$ cat src/rtl/irq_sched_pkg.sv
// ============================================================================
//  Module   : irq_sched_pkg
//  Purpose  : Shared state encoding, interrupt cause codes and the bundled
//             in/out structs for the machine-mode interrupt scheduler.
//  Revision : 1.0  initial release
// ============================================================================
`default_nettype none

package irq_sched_pkg;

  // Scheduler state: one request outstanding at a time, tracked until mret
  typedef enum logic [1:0] {
    IDLE    = 2'd0,
    REQ     = 2'd1,
    SERVICE = 2'd2,
    HOLD    = 2'd3
  } irq_state_type;

  // Interrupt cause codes (low byte of mcause)
  localparam logic [7:0] interrupt_mach_soft   = 8'd3;
  localparam logic [7:0] interrupt_mach_timer  = 8'd7;
  localparam logic [7:0] interrupt_mach_extern = 8'd11;
  localparam logic [7:0] interrupt_uart_extern = 8'd16;

  // Upper 24 bits of every interrupt cause: interrupt flag set, rest zero
  localparam logic [23:0] IRQ_CAUSE_PREFIX = {1'b1, 23'b0};

  // Raw inputs as seen by the CSR unit binding
  typedef struct packed {
    logic       meip;
    logic       msip;
    logic       mtip;
    logic       irpt;
    logic       mstatus_mie;
    logic [2:0] mie_en;
    logic       valid;
    logic       trap_ack;
    logic       mret;
  } irq_sched_in_type;

  // Outputs towards the CSR trap-entry logic
  typedef struct packed {
    logic        irq_req;
    logic [31:0] irq_cause;
    logic [3:0]  irq_pend;
    logic        busy;
  } irq_sched_out_type;

  // Build a full 32-bit interrupt cause from an 8-bit code
  function automatic logic [31:0] irq_make_cause(input logic [7:0] code);
    return {IRQ_CAUSE_PREFIX, code};
  endfunction

endpackage

`default_nettype wire

$ cat src/rtl/irq_prio_enc.sv
// ============================================================================
//  Module   : irq_prio_enc
//  Purpose  : Combinational 4-to-1 priority encoder. Bit 0 is the highest
//             priority source (meip), bit 3 the lowest (UART).
//  Revision : 1.0  initial release
// ============================================================================
`default_nettype none

module irq_prio_enc
  import irq_sched_pkg::*;
(
  input  logic       gie,       // global interrupt enable
  input  logic [3:0] pend,      // {irpt_p, mtip, msip, meip}
  input  logic [3:0] en,        // per-source enables, same bit order
  output logic       eligible,  // at least one enabled source pending
  output logic [7:0] code       // cause code of the winning source
);

  logic [3:0] elig;

  // Mask sources with their enables and pick the highest-priority one
  always_comb begin
    elig     = pend & en;
    eligible = gie & (|elig);
    code     = 8'd0;
    if (elig[0]) begin
      code = interrupt_mach_extern;
    end else if (elig[1]) begin
      code = interrupt_mach_soft;
    end else if (elig[2]) begin
      code = interrupt_mach_timer;
    end else if (elig[3]) begin
      code = interrupt_uart_extern;
    end
  end

endmodule

`default_nettype wire

$ cat src/rtl/irq_sched.sv
// ============================================================================
//  Module   : irq_sched
//  Purpose  : Machine-mode interrupt scheduler in front of the CSR unit.
//             Arbitrates enabled sources, issues one request at a time with
//             a stable cause, tracks the handler until mret and applies a
//             programmable hold-off before arbitrating again.
//  Options  : IRQ_SCHED_IRPT_EDGE_EN - irpt becomes edge-detected and sticky.
//  Revision : 1.0  initial release
// ============================================================================
`default_nettype none

module irq_sched
  import irq_sched_pkg::*;
#(
  parameter int HOLDOFF = 2,   // cycles in HOLD after mret
  parameter int CNT_W   = 4    // hold-off counter width, HOLDOFF < 2**CNT_W
) (
  input  logic        clock,
  input  logic        reset,        // synchronous, active-low
  input  logic        meip,
  input  logic        msip,
  input  logic        mtip,
  input  logic        irpt,
  input  logic        mstatus_mie,
  input  logic [2:0]  mie_en,       // {meie, msie, mtie}
  input  logic        valid,
  input  logic        trap_ack,
  input  logic        mret,
  output logic        irq_req,
  output logic [31:0] irq_cause,
  output logic [3:0]  irq_pend,
  output logic        busy
);

  // --------------------------------------------------------------------------
  // State and registered outputs
  // --------------------------------------------------------------------------
  irq_state_type state_q, state_d;
  logic              irq_req_q, irq_req_d;
  logic [31:0]       irq_cause_q, irq_cause_d;
  logic [3:0]        irq_pend_q, irq_pend_d;
  logic              busy_q, busy_d;
  logic [CNT_W-1:0]  cnt_q, cnt_d;

  // Enable aliases
  logic meie, msie, mtie;
  assign meie = mie_en[2];
  assign msie = mie_en[1];
  assign mtie = mie_en[0];

  // --------------------------------------------------------------------------
  // UART source conditioning
  // --------------------------------------------------------------------------
  logic irpt_p;       // pending view of the UART source
  logic uart_sticky;  // a latched UART request may not be withdrawn

`ifdef IRQ_SCHED_IRPT_EDGE_EN
  logic irpt_prev_q, irpt_prev_d;
  logic irpt_p_q, irpt_p_d;
  logic irpt_rise;
  logic irpt_clr;

  // Rising-edge detect sets the sticky flag; an ack for the UART request
  // clears it, but a new edge in the same cycle wins over the clear.
  always_comb begin
    irpt_prev_d = irpt;
    irpt_rise   = irpt & ~irpt_prev_q;
    irpt_clr    = trap_ack & (state_q == REQ) &
                  (irq_cause_q[7:0] == interrupt_uart_extern);
    irpt_p_d    = irpt_rise | (irpt_p_q & ~irpt_clr);
  end

  // Edge-detect and sticky-pending registers
  always_ff @(posedge clock) begin
    if (!reset) begin
      irpt_prev_q <= 1'b0;
      irpt_p_q    <= 1'b0;
    end else begin
      irpt_prev_q <= irpt_prev_d;
      irpt_p_q    <= irpt_p_d;
    end
  end

  assign irpt_p      = irpt_p_q;
  assign uart_sticky = 1'b1;
`else
  assign irpt_p      = irpt;
  assign uart_sticky = 1'b0;
`endif

  // --------------------------------------------------------------------------
  // Priority encoding
  // --------------------------------------------------------------------------
  logic [3:0] src_pend;
  logic [3:0] src_en;
  logic       eligible_any;
  logic [7:0] enc_code;

  assign src_pend = {irpt_p, mtip, msip, meip};
  assign src_en   = {meie, mtie, msie, meie};   // irpt is gated by meie

  irq_prio_enc u_prio_enc (
    .gie      (mstatus_mie),
    .pend     (src_pend),
    .en       (src_en),
    .eligible (eligible_any),
    .code     (enc_code)
  );

  // Is the source behind the outstanding request still eligible?
  logic latched_elig;

  // Re-evaluate only the latched source; a higher-priority arrival does not
  // displace it, and global mie does not withdraw an issued request.
  always_comb begin
    latched_elig = 1'b0;
    case (irq_cause_q[7:0])
      interrupt_mach_extern: latched_elig = meip & meie;
      interrupt_mach_soft:   latched_elig = msip & msie;
      interrupt_mach_timer:  latched_elig = mtip & mtie;
      interrupt_uart_extern: latched_elig = (irpt_p & meie) | uart_sticky;
      default:               latched_elig = 1'b0;
    endcase
  end

  // --------------------------------------------------------------------------
  // Next-state logic
  // --------------------------------------------------------------------------
  // Scheduler FSM: arbitrate in IDLE, hold the request in REQ, wait for mret
  // in SERVICE, then count down the hold-off in HOLD.
  always_comb begin
    state_d     = state_q;
    irq_req_d   = irq_req_q;
    irq_cause_d = irq_cause_q;
    cnt_d       = cnt_q;
    irq_pend_d  = src_pend;

    case (state_q)
      IDLE: begin
        irq_req_d = 1'b0;
        if (eligible_any && valid) begin
          state_d     = REQ;
          irq_req_d   = 1'b1;
          irq_cause_d = irq_make_cause(enc_code);
        end
      end

      REQ: begin
        if (trap_ack) begin
          state_d   = SERVICE;
          irq_req_d = 1'b0;
        end else if (!latched_elig) begin
          state_d   = IDLE;
          irq_req_d = 1'b0;
        end
      end

      SERVICE: begin
        irq_req_d = 1'b0;
        if (mret) begin
          if (HOLDOFF == 0) begin
            state_d = IDLE;
          end else begin
            state_d = HOLD;
            cnt_d   = CNT_W'(HOLDOFF);
          end
        end
      end

      HOLD: begin
        irq_req_d = 1'b0;
        // Saturating countdown; the cycle that reaches zero leaves HOLD
        if (cnt_q != '0) begin
          cnt_d = cnt_q - CNT_W'(1);
        end
        if (cnt_q <= CNT_W'(1)) begin
          state_d = IDLE;
        end
      end

      default: begin
        state_d   = IDLE;
        irq_req_d = 1'b0;
      end
    endcase

    busy_d = (state_d != IDLE);
  end

  // State and output registers
  always_ff @(posedge clock) begin
    if (!reset) begin
      state_q     <= IDLE;
      irq_req_q   <= 1'b0;
      irq_cause_q <= 32'd0;
      irq_pend_q  <= 4'd0;
      busy_q      <= 1'b0;
      cnt_q       <= '0;
    end else begin
      state_q     <= state_d;
      irq_req_q   <= irq_req_d;
      irq_cause_q <= irq_cause_d;
      irq_pend_q  <= irq_pend_d;
      busy_q      <= busy_d;
      cnt_q       <= cnt_d;
    end
  end

  assign irq_req   = irq_req_q;
  assign irq_cause = irq_cause_q;
  assign irq_pend  = irq_pend_q;
  assign busy      = busy_q;

endmodule

`default_nettype wire

$ cat config.mk
export PLATFORM = sky130hd
export DESIGN_NAME = irq_sched
export DESIGN_NICKNAME = d
export VERILOG_FILES = /design/src/rtl/irq_sched_pkg.sv /design/src/rtl/irq_prio_enc.sv /design/src/rtl/irq_sched.sv
export SDC_FILE = /design/constraint.sdc
export NUM_CORES = 1
export LEC_CHECK = 0
export BUFFER_PORTS_ARGS = -buffer_cell sky130_fd_sc_hd__buf_2
export CORE_MARGIN = 5
export CORE_UTILIZATION = 35
export DETAILED_ROUTE_END_ITERATION = 8
export GPL_TIMING_DRIVEN = 0
export PLACE_DENSITY = 0.61
export RECOVER_POWER = 100
export SLEW_MARGIN = 20
export SYNTH_ARGS = -nofsm -noshare
export SYNTH_HDL_FRONTEND = slang
export SYNTH_SLANG_ARGS = --single-unit
export TNS_END_PERCENT = 5
$ cat constraint.sdc
create_clock -name clock -period 3.2 [get_ports clock]
set_clock_uncertainty 0.05 [all_clocks]
set_input_delay 0.32 -clock clock [delete_from_list [all_inputs] [get_ports clock]]
set_output_delay 0.32 -clock clock [all_outputs]
set_load 0.005 [all_outputs]
# ---- After elaboration in Yosys (flattened, before gate mapping)
# Index checks and enable logic that the tools add are counted.
dict set report word_totals {
  output_inout_bits 38
  word_cells 51
  in_bits 13
  regBits 21
}
dict set report op_classes {
  n_eq_ne 10
  reduce_logical 9
  mux 18
  add_sub_neg 1
  n_lt_le_gt_ge 1
  bitwise 6
}
# op n
set op_table {}
lappend op_table {{$mux 8} 3}
lappend op_table {{$mux 2} 5}
lappend op_table {{$eq 8x2->1 const B} 1}
lappend op_table {{$eq 8x3->1 const B} 1}
lappend op_table {{$eq 8x4->1 const B} 1}
lappend op_table {{$eq 8x5->1 const B} 1}
lappend op_table {{$mux 4} 2}
lappend op_table {{$pmux 2 s4} 1}
lappend op_table {{$pmux 4 s2} 1}
lappend op_table {{$and 1x1->1} 5}
lappend op_table {{$mux 5} 1}
lappend op_table {{$and 4x4->4} 1}
lappend op_table {{$eq 2x2->1 const B} 2}
lappend op_table {{$le 4x1->1 const B} 1}
lappend op_table {{$ne 2x2->1 const B} 2}
lappend op_table {{$pmux 1 s4} 1}
lappend op_table {{$reduce_bool 2->1} 2}
lappend op_table {{$reduce_bool 4->1} 1}
lappend op_table {{$reduce_or 4->1} 1}
lappend op_table {{$sub 4x1->4 const B} 1}
lappend op_table {{$mux 1} 3}
lappend op_table {{$ne 3x3->1 const B} 1}
lappend op_table {{$pmux 1 s3} 1}
lappend op_table {{$reduce_and 3->1} 1}
lappend op_table {{5 further kinds} 5}

# ---- Longest topological paths before layout
dict set report depth {
  word_depth 7
  ltp_mapped 6
  depth_no_buf 6
}

# ---- Cells and area by module
# From an unflattened synthesis, not the netlist that was laid out.
dict set report unflattened {
  cells_unflattened 140
  area_unflattened_um2 1158.6
}
# module area_each_um2 cells_each instances
set modules_own_cells {}
lappend modules_own_cells {irq_sched 1074.8 127 1}
lappend modules_own_cells {irq_prio_enc 83.8 13 1}

# ---- Worst setup path before layout
# OpenSTA, ideal clock, no wires.
dict set report synth_path {
  path_kind {reg-to-reg}
  start {reg cnt_q[0]}
  end {reg cnt_q[3]}
  setup_slack_ns 1.866
  n_path_buf 0
  stages_incl_launch_ff 7
  t_required_ns 3.035
  setup_time_ns 0.115
  arrival_time_ns 1.169
  path_cell_list {dfxtp_1 > inv_1 > ha_1 > nor3b_2 > a211oi_2 > xnor2_1 > nor2_1}
}
dict set report synth_via {
  elab_chain_cells 3
  elab_cells_between_ends 6
  classes_between {1 x add/sub; 1 x eq/ne; 2 x mux; 2 x reduce/logical}
}
# element line_no
set synth_lines {}
lappend synth_lines {{start, declared} irq_sched.sv:43} ;# logic [CNT_W-1:0] cnt_q, cnt_d;
lappend synth_lines {{start signal, assigned} irq_sched.sv:205} ;# cnt_q <= cnt_d;
lappend synth_lines {{$sub 4x1->4 / $reduce_bool 4->1 (equally long branches)} {irq_sched.sv:174, irq_sched.sv:173}}
lappend synth_lines {{$mux 4 / $ne 2x2->1 (equally long branches)} --}
lappend synth_lines {{$pmux 4 s2 / $reduce_and 3->1 (equally long branches)} --}
# Several ways; a longest one is shown, not always the timed one. The select of a mux whose other input is x is not followed.
# A chain may end at the register's enable or synchronous reset.

# ---- Worst setup path after layout
dict set report layout_path {
  start {reg state_q[0]}
  end {reg irq_cause_q[3] (netlist: irq_cause[3])}
}
dict set report layout_via {
  elab_chain_cells 2
}
# element line_no
set layout_lines {}
lappend layout_lines {{start, declared} irq_sched.sv:38} ;# irq_state_type state_q, state_d;
lappend layout_lines {{start signal, assigned} irq_sched.sv:200} ;# state_q <= state_d;
lappend layout_lines {{$logic_not 2->1} irq_sched.sv:138} ;# case (state_q)
lappend layout_lines {{$reduce_and 2->1 (no source line)} --}
lappend layout_lines {{end signal, assigned} irq_sched.sv:202} ;# irq_cause_q <= irq_cause_d;
lappend layout_lines {{end, declared} irq_sched.sv:40} ;# logic [31:0] irq_cause_q, irq_cause_d;
# Every way passes these cells.

==> Flow_metrics.wiki <==
{| class="wikitable"
! Metric !! Value
|-
| Maximum operating frequency || 0.590 GHz
|-
| Slowest stage cell on the critical path || sky130_fd_sc_hd__a31oi_1
|-
| Count of antenna diodes in the layout || 0
|-
| Number of DRC violations after detailed routing || 0
|-
| Gpl congestion || 0.829
|-
| Antenna-violating nets left || 0
|-
| Setup Total Neg Slack || 0 ns
|-
| Capture point of the worst reg-to-reg path || irq_cause[3]
|-
| Result of the run || finished clean
|-
| 1st-iter DRT viols || 44
|-
| Warnings from Yosys || 0
|-
| Max Cap Viol || 0
|-
| Fraction of the cycle the final worst path needs || 52.9%
|-
| Power Dens Cells || 332 nW/um2
|-
| CP Cell Sequence || clkbuf_1, nand4bb_1, a31oi_1, nand2b_1, a21oi_1
|-
| Port Buffers || 23
|-
| Share of total power in sequential cells || 54.2%
|-
| # placed instances || 198
|-
| Final Hold Fails || 0
|-
| IO Count || 51
|-
| Number of clock sinks || 17
|-
| Pin count of the biggest net entering global routing || 11
|-
| Crit start category || flop
|-
| Clock latency at the later pin of the worst-skew pair || 0.28 ns
|-
| TritonCTS buffer count || 3
|-
| RSZ-0062 raised after global routing || false
|-
| Total congestion overflow after global routing || 0
|-
| Total wire length || 2070 um
|-
| Overall Power || 0.417 mW
|-
| Mean routed wirelength per cell || 10.2 um
|-
| Total vias in the final route || 873
|-
| Hold Worst Slack || 0.206 ns
|-
| CTS Root Cell || sky130_fd_sc_hd__clkbuf_4
|-
| Std-Cell Rows || 19
|-
| Register clock-pin slew on the reported worst setup and hold paths || 0.10 ns
|-
| HPWL Detailed || 1700 um
|-
| Crit-path max FO || 10
|-
| Per-cell via count in the routed design || 4.32
|-
| Fraction of final layout cells sized beyond drive strength 1 || 26.9%
|-
| Starting utilization of the core area || 37.0%
|-
| Chip width || 64.2 um
|-
| Final-report max-slew violation count || 0
|-
| Number of nets in the final layout || 188
|-
| Fill cell total of the finished layout || 293
|-
| Maximum clock insertion buffer count || 2
|-
| Initial antenna violation count || 0
|-
| Worst reg-to-reg setup slack || 1.51 ns
|-
| Post-synthesis sequential area ratio || 33.0%
|-
| Launch point of the worst reg-to-reg path || state_q[0]
|-
| Time the worst path needs with I/O delays and setup || 1.69 ns
|-
| Top post-synthesis cells by area || sky130_fd_sc_hd__dfxtp_1 33%, sky130_fd_sc_hd__buf_4 20%, sky130_fd_sc_hd__ha_1 3.6%, sky130_fd_sc_hd__nor2_1 3.6%, sky130_fd_sc_hd__a21oi_1 3.4%
|-
| Worst-case vdd ir drop || 0.218 mV
|-
| Finish-stage setup viols || 0
|-
| Worst setup endpoint || irq_cause[3]
|-
| Share of total power in the clock network || 26.2%
|-
| Relative contribution of combinational cells to total power || 19.6%
|-
| Area of the mapped netlist || 1030 um2
|-
| Global-route wire length before repair || 3450 um
|-
| Switching power || 0.106 mW
|-
| First-pass detailed-route iteration total || 4
|-
| Number of global-route vias before repair || 813
|-
| Die height || 64.2 um
|-
| Crit path required time || 3.31 ns
|-
| Distinct cell type count after synthesis || 35
|-
| Number of synthesized register bits || 17
|-
| Crit path largest cell delay || 0.44 ns
|-
| Post-CTS Setup Bufs || 0
|-
| Core area || 2780 um2
|-
| Actual slew at the worst max-slew pin || 0.543 ns
|-
| Total of cells resized after clock tree synthesis || 0
|-
| Leakage component of the power || 0.628 nW
|-
| Clock tree from TritonCTS || done
|-
| Area growth from synthesis to final layout || 21.7%
|-
| Cell taking the most area after synthesis || sky130_fd_sc_hd__dfxtp_1
|-
| Path depth of the worst reg2reg path || 5
|-
| Worst slew slack as a fraction of its limit || 63.4%
|-
| Final instance count without filler cells || 202
|-
| Aggregate global-route resource usage || 9.83%
|-
| Kind of capture point of the worst setup path || flop
|-
| Cell internal power dissipation || 0.311 mW
|-
| WS Path Type || flop to flop
|-
| Number of H-tree levels || 1
|-
| Portion of synthesized cell area occupied by the leading cell type || 33.0%
|-
| Sw Ratio || 25.3%
|-
| Number of cells produced by synthesis || 119
|-
| Die Footprint || 4130 um2
|-
| Arrival time of the worst setup path || 1.81 ns
|-
| Quantity of hold-fixing buffers added after cts || 0
|-
| Worst min-delay path category || input pin to flop
|-
| Timing startpoint of the critical path || state_q[0]
|-
| Mapped Avg Cell Area || 8.65 um2
|}
[Yosys cell counts (all sizes together)]
cell     number
a2111oi       1
a31oi         1
o31ai         1
ha            3
and2          4
nor3          1
dfxtp        17
nand4b        2
nand2         6
nand2b        2
a21oi         7
nand3b        2
nand4         1
a22oi         2
mux2i         1
nor2         10
o211ai        2
nand3         2
o32ai         1
nand4bb       2
or3           1
or3b          1
conb          1
buf          29
o21a          1
nor3b         1
inv           6
xnor2         1
o21ai         8
a211oi        1
a21o          1
[kinds of logic (layout without fill, tap and decap cells)]
group	after synthesis	count (layout)	share of synthesized area, %
buf+inv	35	62	23.4
mux	1	1	0.972
compound gates	26	26	16.5
other cells	1	26	0.364
simple gates	35	35	21.1
fa+ha+maj	3	3	3.65
flops	17	17	33.1
xor+xnor	1	1	0.851
[stage by stage]
stage,setup slack [ns],cell area [um2],util (%)
after floorplan,1.87,1120,-
after global placement,1.72,1280,45.9
after detailed placement,1.71,1280,45.9
after CTS,1.73,1300,46.9
after global routing,1.39,1250,45.1
final,1.51,1250,45.1
[critical path, delay by kind of cell (launching register included)]
family / cells / cell delay [ns]
AND/OR/NAND/NOR: 2 / 0.53
AO/OA/AOI/OAI: 2 / 0.50
flip-flops: 1 / 0.30
buffers and inverters: 1 / 0.20
[per-layer routing]
layer | track usage (%) | wire length, um | share of wire [%] | vias up
li1 | - | - | - | 460
met1 | 13.1 | 897 | 43 | 366
met2 | 15.5 | 943 | 46 | 45
met3 | 1.93 | 199 | 9.6 | 2
met4 | 3.82 | 26 | 1.3 | 0
met5 | 0 | 0 | 0 | -
[placed cells by master (no fill, tap or decap), drive strengths merged, types with 2 or more instances in the layout]
master / count
buf: 42
conb: 26
dfxtp: 17
clkbuf: 14
nor2: 10
o21ai: 8
a21oi: 7
inv: 6
nand2: 6
and2: 4
ha: 3
nand4bb: 2
a22oi: 2
o211ai: 2
nand3b: 2
nand4b: 2
nand3: 2
nand2b: 2
[area by class of cell]
cell class	count	area (um2)	area share [%]
buffer	29	210	16.8
clock buffer	4	26.3	2.10
inverter	6	22.5	1.80
multi-input combinational	92	509	40.6
sequential	17	340	27.1
tap	31	38.8	3.09
timing repair buffer	23	106	8.48
[power groups by stage]
| stage | Sequential [mW] | Clock, mW | Combinational [mW] |
|---|---|---|---|
| global route | 0.228 | 0.127 | 0.0932 |
| CTS | 0.226 | 0.116 | 0.0867 |
| global placement | 0.231 | 0 | 0.0858 |
| finish | 0.226 | 0.109 | 0.0815 |
| detailed placement | 0.231 | 0 | 0.0864 |
| floorplan | 0.231 | 0 | 0.0621 |
[worst min path at each step]
stage | startpoint | endpoint | slack, ns | cells after the start
after floorplan | meip | irq_pend[0] | 0.39 | 1
after global placement | irq_req | irq_req | 0.40 | 2
after detailed placement | irq_req | irq_req | 0.41 | 2
after CTS | mtip | irq_pend[2] | 0.19 | 2
after global routing | mtip | irq_pend[2] | 0.21 | 2
final | mtip | irq_pend[2] | 0.21 | 2
[flip-flops by register name, summed over array words and instances (netlist names)]
name and flops:
irq_req 1, state_q 2, irq_pend 4, irq_cause 5, busy 1, cnt_q 4
No activity file was read; power rests on OpenSTA's default activity.
